--- config.mk ---
export PLATFORM = sky130hd
export DESIGN_NAME = uart_rx_os
export DESIGN_NICKNAME = d
export VERILOG_FILES = /design/src/rtl/uart_pkg.sv /design/src/rtl/uart_sync.sv /design/src/rtl/uart_rx_os.sv
export SDC_FILE = /design/constraint.sdc
export NUM_CORES = 1
export LEC_CHECK = 0
export ABC_AREA = 1
export BUFFER_PORTS_ARGS = -buffer_cell sky130_fd_sc_hd__buf_4
export CAP_MARGIN = 25
export CELL_PAD_IN_SITES_DETAIL_PLACEMENT = 1
export CELL_PAD_IN_SITES_GLOBAL_PLACEMENT = 1
export CORE_UTILIZATION = 40
export DETAILED_ROUTE_END_ITERATION = 6
export HOLD_SLACK_MARGIN = 0.1
export PLACE_DENSITY = 0.7
export SKIP_LAST_GASP = 1
export SYNTH_ARGS = -nofsm -noshare
export SYNTH_HDL_FRONTEND = slang
export SYNTH_SLANG_ARGS = --single-unit
--- constraint.sdc ---
create_clock -name clk -period 2.84 [get_ports clk]
set_clock_uncertainty 0.05 [all_clocks]
set_input_delay 0.568 -clock clk [delete_from_list [all_inputs] [get_ports clk]]
set_output_delay 0.568 -clock clk [all_outputs]
set_load 0.01 [all_outputs]
--- src/rtl/uart_pkg.sv ---
// Shared types for the oversampling UART receiver: FSM states, tick-counter type, parity helper.
// Latency: n/a (types and a pure function only).
// Backpressure: n/a.
package uart_pkg;

  typedef enum logic [2:0] {
    IDLE,
    START,
    DATA,
    PARITY,
    STOP
  } rx_state_e;

  // Wide enough for OVERSAMPLE up to 256 ticks per bit.
  localparam int TICK_CNT_W = 8;
  typedef logic [TICK_CNT_W-1:0] tick_cnt_t;

  // Widest supported data word; narrower words are zero-extended before use.
  localparam int MAX_DATA_W = 9;
  typedef logic [MAX_DATA_W-1:0] word_t;

  // XOR-reduction of the received data bits (zero padding does not change it).
  function automatic logic parity_of(input word_t d);
    return ^d;
  endfunction

endpackage

--- src/rtl/uart_sync.sv ---
// Two-flop synchroniser for the async rx line plus a falling-edge strobe on the synchronised value.
// Latency: 2 clk to rx_sync; rx_fall asserts in the cycle rx_sync first reads low.
// Backpressure: none; free-running.
// Ports: clk, rst_n (async active-low), rx_serial (async in), rx_sync (synchronised), rx_fall (1-clk strobe).
module uart_sync (
  input  logic clk,
  input  logic rst_n,
  input  logic rx_serial,
  output logic rx_sync,
  output logic rx_fall
);

  logic rx_meta;
  logic rx_prev;

  // All flops reset to 1 so an idle (high) line never produces a spurious edge after reset.
  always_ff @(posedge clk or negedge rst_n) begin
    if (!rst_n) begin
      rx_meta <= 1'b1;
      rx_sync <= 1'b1;
      rx_prev <= 1'b1;
    end else begin
      rx_meta <= rx_serial;
      rx_sync <= rx_meta;
      rx_prev <= rx_sync;
    end
  end

  assign rx_fall = rx_prev & ~rx_sync;

endmodule

--- src/rtl/uart_rx_os.sv ---
// Oversampling UART receiver: mid-bit sampling, optional parity, 1/2 stop bits, valid/ready output register.
// Latency: data_valid rises 1 clk after the os_tick that samples the final stop bit.
// Backpressure: a single holding register; a frame finishing while it is still full pulses overrun and is dropped.
// Ports: clk, rst_n, os_tick, rx_serial in; data_out, data_valid, parity_err, frame_err, overrun out; data_ready in.
// Build option: define UART_RX_MAJORITY_EN to take each bit as the majority of 3 ticks (mid-1, mid, mid+1).
module uart_rx_os
  import uart_pkg::*;
#(
  parameter int DATA_WIDTH = 8,
  parameter int OVERSAMPLE = 16,
  parameter int PARITY_EN  = 0,
  parameter int PARITY_ODD = 0,
  parameter int STOP_BITS  = 1
) (
  input  logic                  clk,
  input  logic                  rst_n,
  input  logic                  os_tick,
  input  logic                  rx_serial,
  output logic [DATA_WIDTH-1:0] data_out,
  output logic                  data_valid,
  input  logic                  data_ready,
  output logic                  parity_err,
  output logic                  frame_err,
  output logic                  overrun
);

  localparam tick_cnt_t OS_END = tick_cnt_t'(OVERSAMPLE - 1);

  logic rx_sync;
  logic rx_fall;
  logic bit_s;

  uart_sync u_sync (
    .clk       (clk),
    .rst_n     (rst_n),
    .rx_serial (rx_serial),
    .rx_sync   (rx_sync),
    .rx_fall   (rx_fall)
  );

`ifdef UART_RX_MAJORITY_EN
  // The decision tick is mid+1; the two previous ticks' samples sit in hist.
  localparam tick_cnt_t START_END = tick_cnt_t'(OVERSAMPLE / 2);
  logic [1:0] hist;

  always_ff @(posedge clk or negedge rst_n) begin
    if (!rst_n) begin
      hist <= 2'b11;
    end else if (os_tick) begin
      hist <= {hist[0], rx_sync};
    end
  end

  assign bit_s = (hist[1] & hist[0]) | (hist[1] & rx_sync) | (hist[0] & rx_sync);
`else
  localparam tick_cnt_t START_END = tick_cnt_t'(OVERSAMPLE / 2 - 1);
  assign bit_s = rx_sync;
`endif

  rx_state_e             state;
  rx_state_e             state_next;
  tick_cnt_t             tcnt;
  logic [3:0]            bcnt;
  logic                  scnt;
  logic [DATA_WIDTH-1:0] shift;
  logic                  perr_r;
  logic                  ferr_acc;
  logic                  at_mid;
  logic                  frame_done;

  always_ff @(posedge clk or negedge rst_n) begin
    if (!rst_n) begin
      state <= IDLE;
    end else begin
      state <= state_next;
    end
  end

  always_comb begin
    state_next = state;
    at_mid     = 1'b0;
    frame_done = 1'b0;
    unique case (state)
      IDLE: begin
        if (rx_fall) state_next = START;
      end
      START: begin
        if (os_tick && tcnt == START_END) begin
          at_mid     = 1'b1;
          // Line back high at mid-start: a glitch, drop it silently.
          state_next = bit_s ? IDLE : DATA;
        end
      end
      DATA: begin
        if (os_tick && tcnt == OS_END) begin
          at_mid = 1'b1;
          if (bcnt == 4'(DATA_WIDTH - 1)) begin
            state_next = (PARITY_EN != 0) ? PARITY : STOP;
          end
        end
      end
      PARITY: begin
        if (os_tick && tcnt == OS_END) begin
          at_mid     = 1'b1;
          state_next = STOP;
        end
      end
      STOP: begin
        if (os_tick && tcnt == OS_END) begin
          at_mid = 1'b1;
          if (scnt == 1'(STOP_BITS - 1)) begin
            frame_done = 1'b1;
            state_next = IDLE;
          end
        end
      end
      default: state_next = IDLE;
    endcase
  end

  always_ff @(posedge clk or negedge rst_n) begin
    if (!rst_n) begin
      tcnt       <= '0;
      bcnt       <= '0;
      scnt       <= 1'b0;
      shift      <= '0;
      perr_r     <= 1'b0;
      ferr_acc   <= 1'b0;
      data_out   <= '0;
      data_valid <= 1'b0;
      parity_err <= 1'b0;
      frame_err  <= 1'b0;
      overrun    <= 1'b0;
    end else begin
      overrun <= 1'b0;

      // Restart the tick count at every state change and after every mid-bit sample.
      if (state_next != state || at_mid) begin
        tcnt <= '0;
      end else if (os_tick && state != IDLE) begin
        tcnt <= tcnt + 1'b1;
      end

      if (state == START && at_mid) begin
        bcnt     <= '0;
        scnt     <= 1'b0;
        perr_r   <= 1'b0;
        ferr_acc <= 1'b0;
      end

      if (state == DATA && at_mid) begin
        shift <= {bit_s, shift[DATA_WIDTH-1:1]};
        bcnt  <= bcnt + 1'b1;
      end

      if (state == PARITY && at_mid) begin
        perr_r <= (parity_of(word_t'(shift)) ^ bit_s) != (PARITY_ODD != 0);
      end

      if (state == STOP && at_mid) begin
        scnt     <= scnt + 1'b1;
        ferr_acc <= ferr_acc | ~bit_s;
      end

      // Holding register: a same-cycle accept frees the slot for the new word.
      if (frame_done) begin
        if (!data_valid || data_ready) begin
          data_out   <= shift;
          parity_err <= perr_r;
          frame_err  <= ferr_acc | ~bit_s;
          data_valid <= 1'b1;
        end else begin
          overrun <= 1'b1;
        end
      end else if (data_valid && data_ready) begin
        data_valid <= 1'b0;
      end
    end
  end

endmodule
==> run_summary.xml, run 1 <==
<?xml version="1.0" encoding="UTF-8"?>
<metrics>
  <group name="clock_network">
    <metric name="number_of_buffers_inserted_to_repair_setup_after_cts" unit="">0</metric>
    <metric name="cts_made_buffers" unit="">5</metric>
    <metric name="ctsHoldBuffers" unit="">0</metric>
    <metric name="ctsHtreeMaxLevel" unit="">2</metric>
    <metric name="clock-sinks" unit="">41</metric>
    <metric name="cts_resized" unit="">0</metric>
    <metric name="max-clock-path-buffers" unit="">2</metric>
    <metric name="clock_transition_at_the_register_clock_pins_on_the_worst_setup_and_hold_paths_after_cts" unit="ps">90</metric>
    <metric name="cts_tree" unit="">built</metric>
    <metric name="cts_root_buffer" unit="">sky130_fd_sc_hd__clkbuf_8</metric>
    <metric name="insertion_delay" unit="ps">310</metric>
  </group>
  <group name="logic_synthesis">
    <metric name="register_area_share_after_synthesis" unit="%">50.2</metric>
    <metric name="number_of_warning_messages_in_the_yosys_log" unit="">0</metric>
    <metric name="synth_common_cells" unit="">sky130_fd_sc_hd__nand2_1 (56), sky130_fd_sc_hd__dfrtp_1 (38), sky130_fd_sc_hd__inv_1 (27)</metric>
    <metric name="postSynthNetCount" unit="">236</metric>
    <metric name="syn-instance-count" unit="">229</metric>
    <metric name="synth_top_cell_area_share" unit="%">46.4</metric>
    <metric name="postSynthAreaPerCell" unit="sq um">8.95</metric>
    <metric name="post_synth_instance_area" unit="sq um">2050</metric>
    <metric name="async_flop_share" unit="%">100</metric>
    <metric name="synth_ff_type" unit="">sky130_fd_sc_hd__dfrtp_1</metric>
    <metric name="yosys.cell_count.top_type" unit="">sky130_fd_sc_hd__nand2_1</metric>
    <metric name="count_of_flip_flops_with_a_built_in_enable_after_synthesis" unit="">0</metric>
    <metric name="synth_largest_area_cell" unit="">sky130_fd_sc_hd__dfrtp_1</metric>
    <metric name="ys_seq_elements" unit="">41</metric>
    <metric name="post_synth_num_cell_types" unit="">28</metric>
    <metric name="ys_top_cells_by_area" unit="">sky130_fd_sc_hd__dfrtp_1 (46%), sky130_fd_sc_hd__nand2_1 (10%), sky130_fd_sc_hd__inv_1 (4.9%)</metric>
  </group>
  <group name="worst_setup_path">
    <metric name="worst_setup_path_start_kind" unit="">flop</metric>
    <metric name="crit_path_max_fanout" unit="">23</metric>
    <metric name="worst-r2r-cell-count" unit="">8</metric>
    <metric name="reg_to_reg_startpoint" unit="">tcnt[0]</metric>
    <metric name="timing.critical_path.required" unit="ps">2950</metric>
    <metric name="ff2ff_setup_slack" unit="ps">950</metric>
    <metric name="r2r_end" unit="">bcnt[3]</metric>
    <metric name="critical_path.startpoint" unit="">tcnt[0]</metric>
    <metric name="worstSetupEndpointType" unit="">flop</metric>
    <metric name="timing.setup.critical_path_class" unit="">reg -&gt; reg</metric>
    <metric name="critical_path_arrival" unit="ps">2010</metric>
  </group>
  <group name="power">
    <metric name="leakagePower" unit="nW">1.16</metric>
    <metric name="cellPowerDensity" unit="nW/um^2">612</metric>
    <metric name="ir_drop" unit="uV">360</metric>
    <metric name="total_power" unit="W">0.00141</metric>
  </group>
  <group name="floorplan">
    <metric name="floorplan.die.height" unit="um">73.6</metric>
    <metric name="design.die.area" unit="sq um">5410</metric>
    <metric name="core_ar" unit="sq um">4820</metric>
    <metric name="ioPinCount" unit="">17</metric>
    <metric name="floorplan.rows" unit="">25</metric>
    <metric name="initial_core_util" unit="%">42.5</metric>
    <metric name="die-width" unit="um">73.6</metric>
  </group>
  <group name="sta">
    <metric name="max_freq" unit="MHz">528</metric>
    <metric name="report.final.setup_viol" unit="">0</metric>
    <metric name="finalWorstPathRequiredPeriod" unit="ps">1890</metric>
    <metric name="report.final.slew_viol_count" unit="">0</metric>
    <metric name="slew_headroom" unit="%">65.0</metric>
    <metric name="fin_crit_sh" unit="%">66.7</metric>
    <metric name="rsz0062_at_grt" unit="">false</metric>
    <metric name="fin_setup_tns" unit="ps">0</metric>
    <metric name="timing_hold_violations_final" unit="">0</metric>
    <metric name="worst_pin_slew" unit="ps">525</metric>
  </group>
  <group name="drt">
    <metric name="drt-vias-per-instance" unit="">4.84</metric>
    <metric name="detail_route.drc_violations" unit="">0</metric>
    <metric name="wl_per_cell" unit="um">12.7</metric>
    <metric name="detailedRoute.firstPassIterationCount" unit="">4</metric>
    <metric name="dr_total_vias" unit="">1534</metric>
    <metric name="detail_route.wirelength" unit="um">4020</metric>
    <metric name="drtAntennaViolNets" unit="">0</metric>
    <metric name="drt_first_iter_violations" unit="">58</metric>
  </group>
  <group name="run">
    <metric name="max_cap_violations" unit="">0</metric>
  </group>
  <group name="place">
    <metric name="dpl.hpwl" unit="um">2930</metric>
    <metric name="place.port_buffers" unit="">16</metric>
    <metric name="gp_congestion" unit="">0.799</metric>
  </group>
  <group name="layout">
    <metric name="insertedDiodeCount" unit="">0</metric>
    <metric name="layout-area-overhead-vs-synth" unit="%">12.8</metric>
    <metric name="nets" unit="">256</metric>
    <metric name="drive_gt1_share" unit="%">23.2</metric>
  </group>
  <group name="grt">
    <metric name="first_global_vias" unit="">1549</metric>
    <metric name="globalRoute.totalOverflow" unit="">0</metric>
    <metric name="grtUsageTotal" unit="%">17.5</metric>
    <metric name="pin_count_of_the_biggest_net_entering_global_routing" unit="">42</metric>
    <metric name="first_pass_grt_wire_length" unit="um">7020</metric>
    <metric name="grt_antenna_before_repair" unit="">0</metric>
  </group>
  <group name="hold_path">
    <metric name="hold_path_class" unit="">in -&gt; async</metric>
  </group>
  <group name="status">
    <metric name="status" unit="">finished clean</metric>
  </group>
</metrics>
==> flip-flops by register name (all words and copies together), names as in the netlist, 3 cells and up <==
signal and count:
bcnt 4, data_out 8, shift 8, state 3
tcnt 8
==> logic make-up after synthesis <==
family                     count (synthesis)  synth area share (%)
adders and majority gates                  2                  1.22
DFF                                       41                  50.2
AOI/OAI and AO/OA                         27                  8.49
xor gates and xnor gates                  11                  4.70
buffers and inverters                     34                  7.33
and+or+nand+nor                          113                  27.5
muxes                                      1                 0.549
==> worst max path at each step <==
stage	to	depth (start not counted)
floorplan	data_out[0]	10
global placement	bcnt[3]	8
detailed placement	bcnt[3]	10
CTS	bcnt[3]	8
global route	bcnt[3]	8
finish	bcnt[3]	8
==> cell usage in the layout (no fill, tap or decap), types with 2 or more instances in the layout <==
cell type,instances
sky130_fd_sc_hd__a21oi_1,2
sky130_fd_sc_hd__buf_4,16
sky130_fd_sc_hd__clkbuf_8,5
sky130_fd_sc_hd__clkinv_4,2
sky130_fd_sc_hd__dfrtp_1,38
sky130_fd_sc_hd__dfstp_2,3
sky130_fd_sc_hd__ha_1,2
sky130_fd_sc_hd__inv_1,27
sky130_fd_sc_hd__inv_2,4
sky130_fd_sc_hd__nand2_1,56
sky130_fd_sc_hd__nand2_2,4
sky130_fd_sc_hd__nand2_4,3
sky130_fd_sc_hd__nand2b_1,2
sky130_fd_sc_hd__nand3_1,16
sky130_fd_sc_hd__nand3_2,2
sky130_fd_sc_hd__nand4_1,4
sky130_fd_sc_hd__nor2_1,17
sky130_fd_sc_hd__nor2_4,3
sky130_fd_sc_hd__nor3_2,2
sky130_fd_sc_hd__o21ai_0,6
sky130_fd_sc_hd__o21ai_1,8
sky130_fd_sc_hd__o21ai_2,10
sky130_fd_sc_hd__xnor2_1,4
sky130_fd_sc_hd__xor2_1,7
==> power by group <==
| part | switching, W | internal [W] | leakage, nW |
|---|---|---|---|
| combinational | 0.000190 | 0.000111 | 0.598 |
| clock | 0.000221 | 0.000174 | 0.0481 |
| sequential | 0.0000652 | 0.000652 | 0.516 |
| total | 0.000476 | 0.000938 | 1.16 |
==> critical path, stage by stage (launching register included) <==
cell and delay, ps:
sky130_fd_sc_hd__dfrtp_1 390, sky130_fd_sc_hd__ha_1 200, sky130_fd_sc_hd__nand2_2 80, sky130_fd_sc_hd__nor2_1 180, sky130_fd_sc_hd__nand3_2 190, sky130_fd_sc_hd__nand2_2 160, sky130_fd_sc_hd__nand2_2 260, sky130_fd_sc_hd__nand3_1 150
sky130_fd_sc_hd__o21ai_0 90
==> through the flow <==
step | setup slack (ps) | area (sq um) | instances | util [%] | hold slack (ps)
floorplan | 1260 | 2050 | 229 | - | 222
global placement | 924 | 2220 | 309 | 46.1 | 297
detailed placement | 876 | 2220 | 309 | 46.1 | 298
CTS | 903 | 2310 | 317 | 48.0 | 199
global route | 744 | 2310 | 317 | 48.0 | 224
finish | 947 | 2310 | 317 | 48.0 | 184
==> layout make-up <==
cell class | count | area, sq um
timing repair buffer | 16 | 120
fill | 613 | 2510
multi-input combinational | 154 | 870
clock buffer | 5 | 68.8
inverter | 31 | 116
tap | 67 | 83.8
clock inverter | 3 | 22.5
sequential | 41 | 1030
==> metal layers <==
layer  wire, um  global-route usage [%]  vias up
met4         93                    9.62        0
met2       1810                    27.4       18
met1       2020                    23.1      748
met5          0                       0        -
met3        100                    2.88        7
li1           -                       -      761
(Power assumes the default switching activity.)
==> run 2, diff against run 1 <==
Settings changed: PLACE_DENSITY 0.7 to 0.73.
Clock period 2.84 ns to 1.5 ns, I/O delays scaled along.
==> run 2 against run 1 <==
  * The run now ends with setup timing left
  * Sequential share of layout area shrank 6.4 points
  * Clock power grew 85%
  * Die area is the same
  * Critical endpoint is now tcnt[1]
==> run_summary.xml, run 2 (synthesis results as in run 1) <==
<?xml version="1.0" encoding="UTF-8"?>
<metrics>
  <group name="grt">
    <metric name="grt_antenna_before_repair" unit="">0</metric>
    <metric name="first_global_vias" unit="">1857</metric>
    <metric name="globalRoute.totalOverflow" unit="">0</metric>
    <metric name="first_pass_grt_wire_length" unit="um">8730</metric>
    <metric name="pin_count_of_the_biggest_net_entering_global_routing" unit="">42</metric>
    <metric name="grtUsageTotal" unit="%">22.1</metric>
  </group>
  <group name="layout">
    <metric name="final_cell_area" unit="sq um">2700</metric>
    <metric name="insertedDiodeCount" unit="">0</metric>
    <metric name="biggestRegsByFlops" unit="">data_out (8), shift (8), tcnt (8)</metric>
    <metric name="finished_layout_cells" unit="">351</metric>
    <metric name="layout.cells.most_common_list" unit="">sky130_fd_sc_hd__nand2_1 (50), sky130_fd_sc_hd__buf_4 (43), sky130_fd_sc_hd__dfrtp_1 (37)</metric>
    <metric name="nets" unit="">290</metric>
    <metric name="layout-area-overhead-vs-synth" unit="%">31.7</metric>
    <metric name="drive_gt1_share" unit="%">38.4</metric>
    <metric name="final_common_cell" unit="">sky130_fd_sc_hd__nand2_1</metric>
  </group>
  <group name="floorplan">
    <metric name="floorplan.die.height" unit="um">73.6</metric>
    <metric name="die-width" unit="um">73.6</metric>
    <metric name="ioPinCount" unit="">17</metric>
    <metric name="floorplan.rows" unit="">25</metric>
    <metric name="core_ar" unit="sq um">4820</metric>
    <metric name="design.die.area" unit="sq um">5410</metric>
    <metric name="initial_core_util" unit="%">42.5</metric>
  </group>
  <group name="sta">
    <metric name="slew_headroom" unit="%">64.9</metric>
    <metric name="finalWorstPathRequiredPeriod" unit="ps">1680</metric>
    <metric name="fin_crit_sh" unit="%">112</metric>
    <metric name="report.final.slew_viol_count" unit="">0</metric>
    <metric name="fin_setup_tns" unit="ps">-3980</metric>
    <metric name="postLayoutSetupSlackWorst" unit="ps">-180</metric>
    <metric name="worst_pin_slew" unit="ps">527</metric>
    <metric name="report.final.setup_viol" unit="">32</metric>
    <metric name="timing_hold_violations_final" unit="">0</metric>
    <metric name="max_freq" unit="MHz">595</metric>
    <metric name="whs" unit="ps">244</metric>
    <metric name="rsz0062_at_grt" unit="">true</metric>
  </group>
  <group name="drt">
    <metric name="drt_first_iter_violations" unit="">80</metric>
    <metric name="dr_total_vias" unit="">1693</metric>
    <metric name="detail_route.drc_violations" unit="">0</metric>
    <metric name="drtAntennaViolNets" unit="">0</metric>
    <metric name="wl_per_cell" unit="um">15.0</metric>
    <metric name="detailedRoute.firstPassIterationCount" unit="">4</metric>
    <metric name="detail_route.wirelength" unit="um">5260</metric>
    <metric name="drt-vias-per-instance" unit="">4.82</metric>
  </group>
  <group name="clock_network">
    <metric name="clock-sinks" unit="">41</metric>
    <metric name="insertion_delay" unit="ps">310</metric>
    <metric name="cts_root_buffer" unit="">sky130_fd_sc_hd__clkbuf_8</metric>
    <metric name="cts_tree" unit="">built</metric>
    <metric name="ctsHtreeMaxLevel" unit="">2</metric>
    <metric name="max-clock-path-buffers" unit="">2</metric>
    <metric name="clock_transition_at_the_register_clock_pins_on_the_worst_setup_and_hold_paths_after_cts" unit="ps">80</metric>
    <metric name="cts_made_buffers" unit="">5</metric>
  </group>
  <group name="power">
    <metric name="ir_drop" unit="uV">692</metric>
    <metric name="cellPowerDensity" unit="nW/um^2">1120</metric>
    <metric name="pwr-share-seq" unit="%">45.2</metric>
    <metric name="share_comb_of_total_power" unit="%">30.6</metric>
    <metric name="pwr-share-clk" unit="%">24.2</metric>
    <metric name="p_sw_share" unit="%">35.1</metric>
    <metric name="leakagePower" unit="nW">1.37</metric>
    <metric name="net-switching-power" unit="W">0.00106</metric>
    <metric name="cell_internal_pwr" unit="W">0.00197</metric>
  </group>
  <group name="worst_setup_path">
    <metric name="ff2ff_setup_slack" unit="ps">-180</metric>
    <metric name="critical_path_arrival" unit="ps">1870</metric>
    <metric name="r2r_end" unit="">tcnt[1]</metric>
    <metric name="crit_path_max_fanout" unit="">8</metric>
    <metric name="timing.critical_path.required" unit="ps">1690</metric>
    <metric name="timing.setup.critical_path_class" unit="">reg -&gt; reg</metric>
    <metric name="worstSetupEndpointType" unit="">flop</metric>
    <metric name="worst-r2r-cell-count" unit="">12</metric>
    <metric name="cp-endpoint" unit="">tcnt[1]</metric>
    <metric name="worst_setup_path_start_kind" unit="">flop</metric>
    <metric name="critical_path.startpoint" unit="">tcnt[1]</metric>
    <metric name="reg_to_reg_startpoint" unit="">tcnt[1]</metric>
  </group>
  <group name="place">
    <metric name="post-place-cells" unit="">334</metric>
    <metric name="place.port_buffers" unit="">16</metric>
    <metric name="dpl.hpwl" unit="um">3460</metric>
    <metric name="gp_congestion" unit="">0.763</metric>
    <metric name="placedInstanceArea" unit="sq um">2420</metric>
  </group>
  <group name="status">
    <metric name="violations_in_the_final_reports" unit="">setup timing</metric>
    <metric name="status" unit="">complete, but fails checks</metric>
  </group>
  <group name="hold_path">
    <metric name="hold_path_class" unit="">in -&gt; reg</metric>
  </group>
  <group name="run">
    <metric name="max_cap_violations" unit="">0</metric>
  </group>
</metrics>
run 2: cell types whose count changed in the layout (fill, tap and decap cells not counted), sizes merged:
cell	change
buf	+32
clkinv	-1
clkinvlp	+1
dlygate4sd3	+2
run 2: what timing repair did:
action | in CTS | in global routing
gates cloned | 1 | 0
pin swaps | 10 | 13
buffers inserted | 6 | 0
hold endpoints to repair | 39 | 0
resized for setup | 17 | 15
hold buffers | 2 | 0
setup endpoints to repair | 32 | 37
run 2: how the worst min path moves through the flow:
| stage | start | end | slack (ps) | depth (start not counted) |
|---|---|---|---|---|
| final | data_ready | overrun | 240 | 4 |
| after CTS | data_ready | overrun | 240 | 4 |
| after detailed placement | rst_n | data_out[5] | 270 | 1 |
| after global routing | data_ready | overrun | 250 | 4 |
| after global placement | rst_n | data_out[5] | 270 | 1 |
| after floorplan | rst_n | bcnt[0] | -50 | 0 |
run 2: power by group through the flow:
stage / Sequential (W) / Clock, W / Combinational [W]
4_1_cts: 0.00135 / 0.000760 / 0.000839
3_5_place_dp: 0.00137 / 0 / 0.000780
5_1_grt: 0.00139 / 0.000801 / 0.00102
3_3_place_gp: 0.00135 / 0 / 0.000749
6_report: 0.00137 / 0.000732 / 0.000928
2_1_floorplan: 0.00135 / 0 / 0.000463
run 2: area by class of cell:
cell class | count | area, sq um
Clock buffer | 5 | 68.8
Clock inverter | 3 | 17.5
Fill cell | 570 | 2120
Inverter | 31 | 121
Multi-Input combinational cell | 154 | 953
Sequential cell | 41 | 1030
Tap cell | 67 | 83.8
Timing Repair Buffer | 50 | 424
run 2: worst max-delay path: stages, from the launching register on:
cell,delay (ps)
sky130_fd_sc_hd__dfrtp_1,430
sky130_fd_sc_hd__ha_4,190
sky130_fd_sc_hd__nand2_4,70
sky130_fd_sc_hd__nor2_4,40
sky130_fd_sc_hd__buf_6,120
sky130_fd_sc_hd__buf_6,110
sky130_fd_sc_hd__nand3_2,50
sky130_fd_sc_hd__nand2_2,60
sky130_fd_sc_hd__nand2_2,70
sky130_fd_sc_hd__nand2_2,60
sky130_fd_sc_hd__nand2_2,90
sky130_fd_sc_hd__nand3_4,140
sky130_fd_sc_hd__nor2_2,130
run 2: per-layer routing:
layer  share of wire, %  wire length (um)  global-route usage (%)
met1                 45              2390                    28.3
met2                 51              2680                    36.6
met3                2.1               110                    4.53
met4                1.4                74                    8.97
met5                  0                 0                       0
run 2: metrics by stage:
| step | setup slack [ps] | power, W | util [%] |
|---|---|---|---|
| floorplan | -57.4 | 0.00181 | - |
| global placement | -129 | 0.00210 | 50.2 |
| detailed placement | -199 | 0.00214 | 50.2 |
| CTS | -203 | 0.00295 | 54.9 |
| global route | -274 | 0.00321 | 56.1 |
| finish | -180 | 0.00303 | 56.1 |
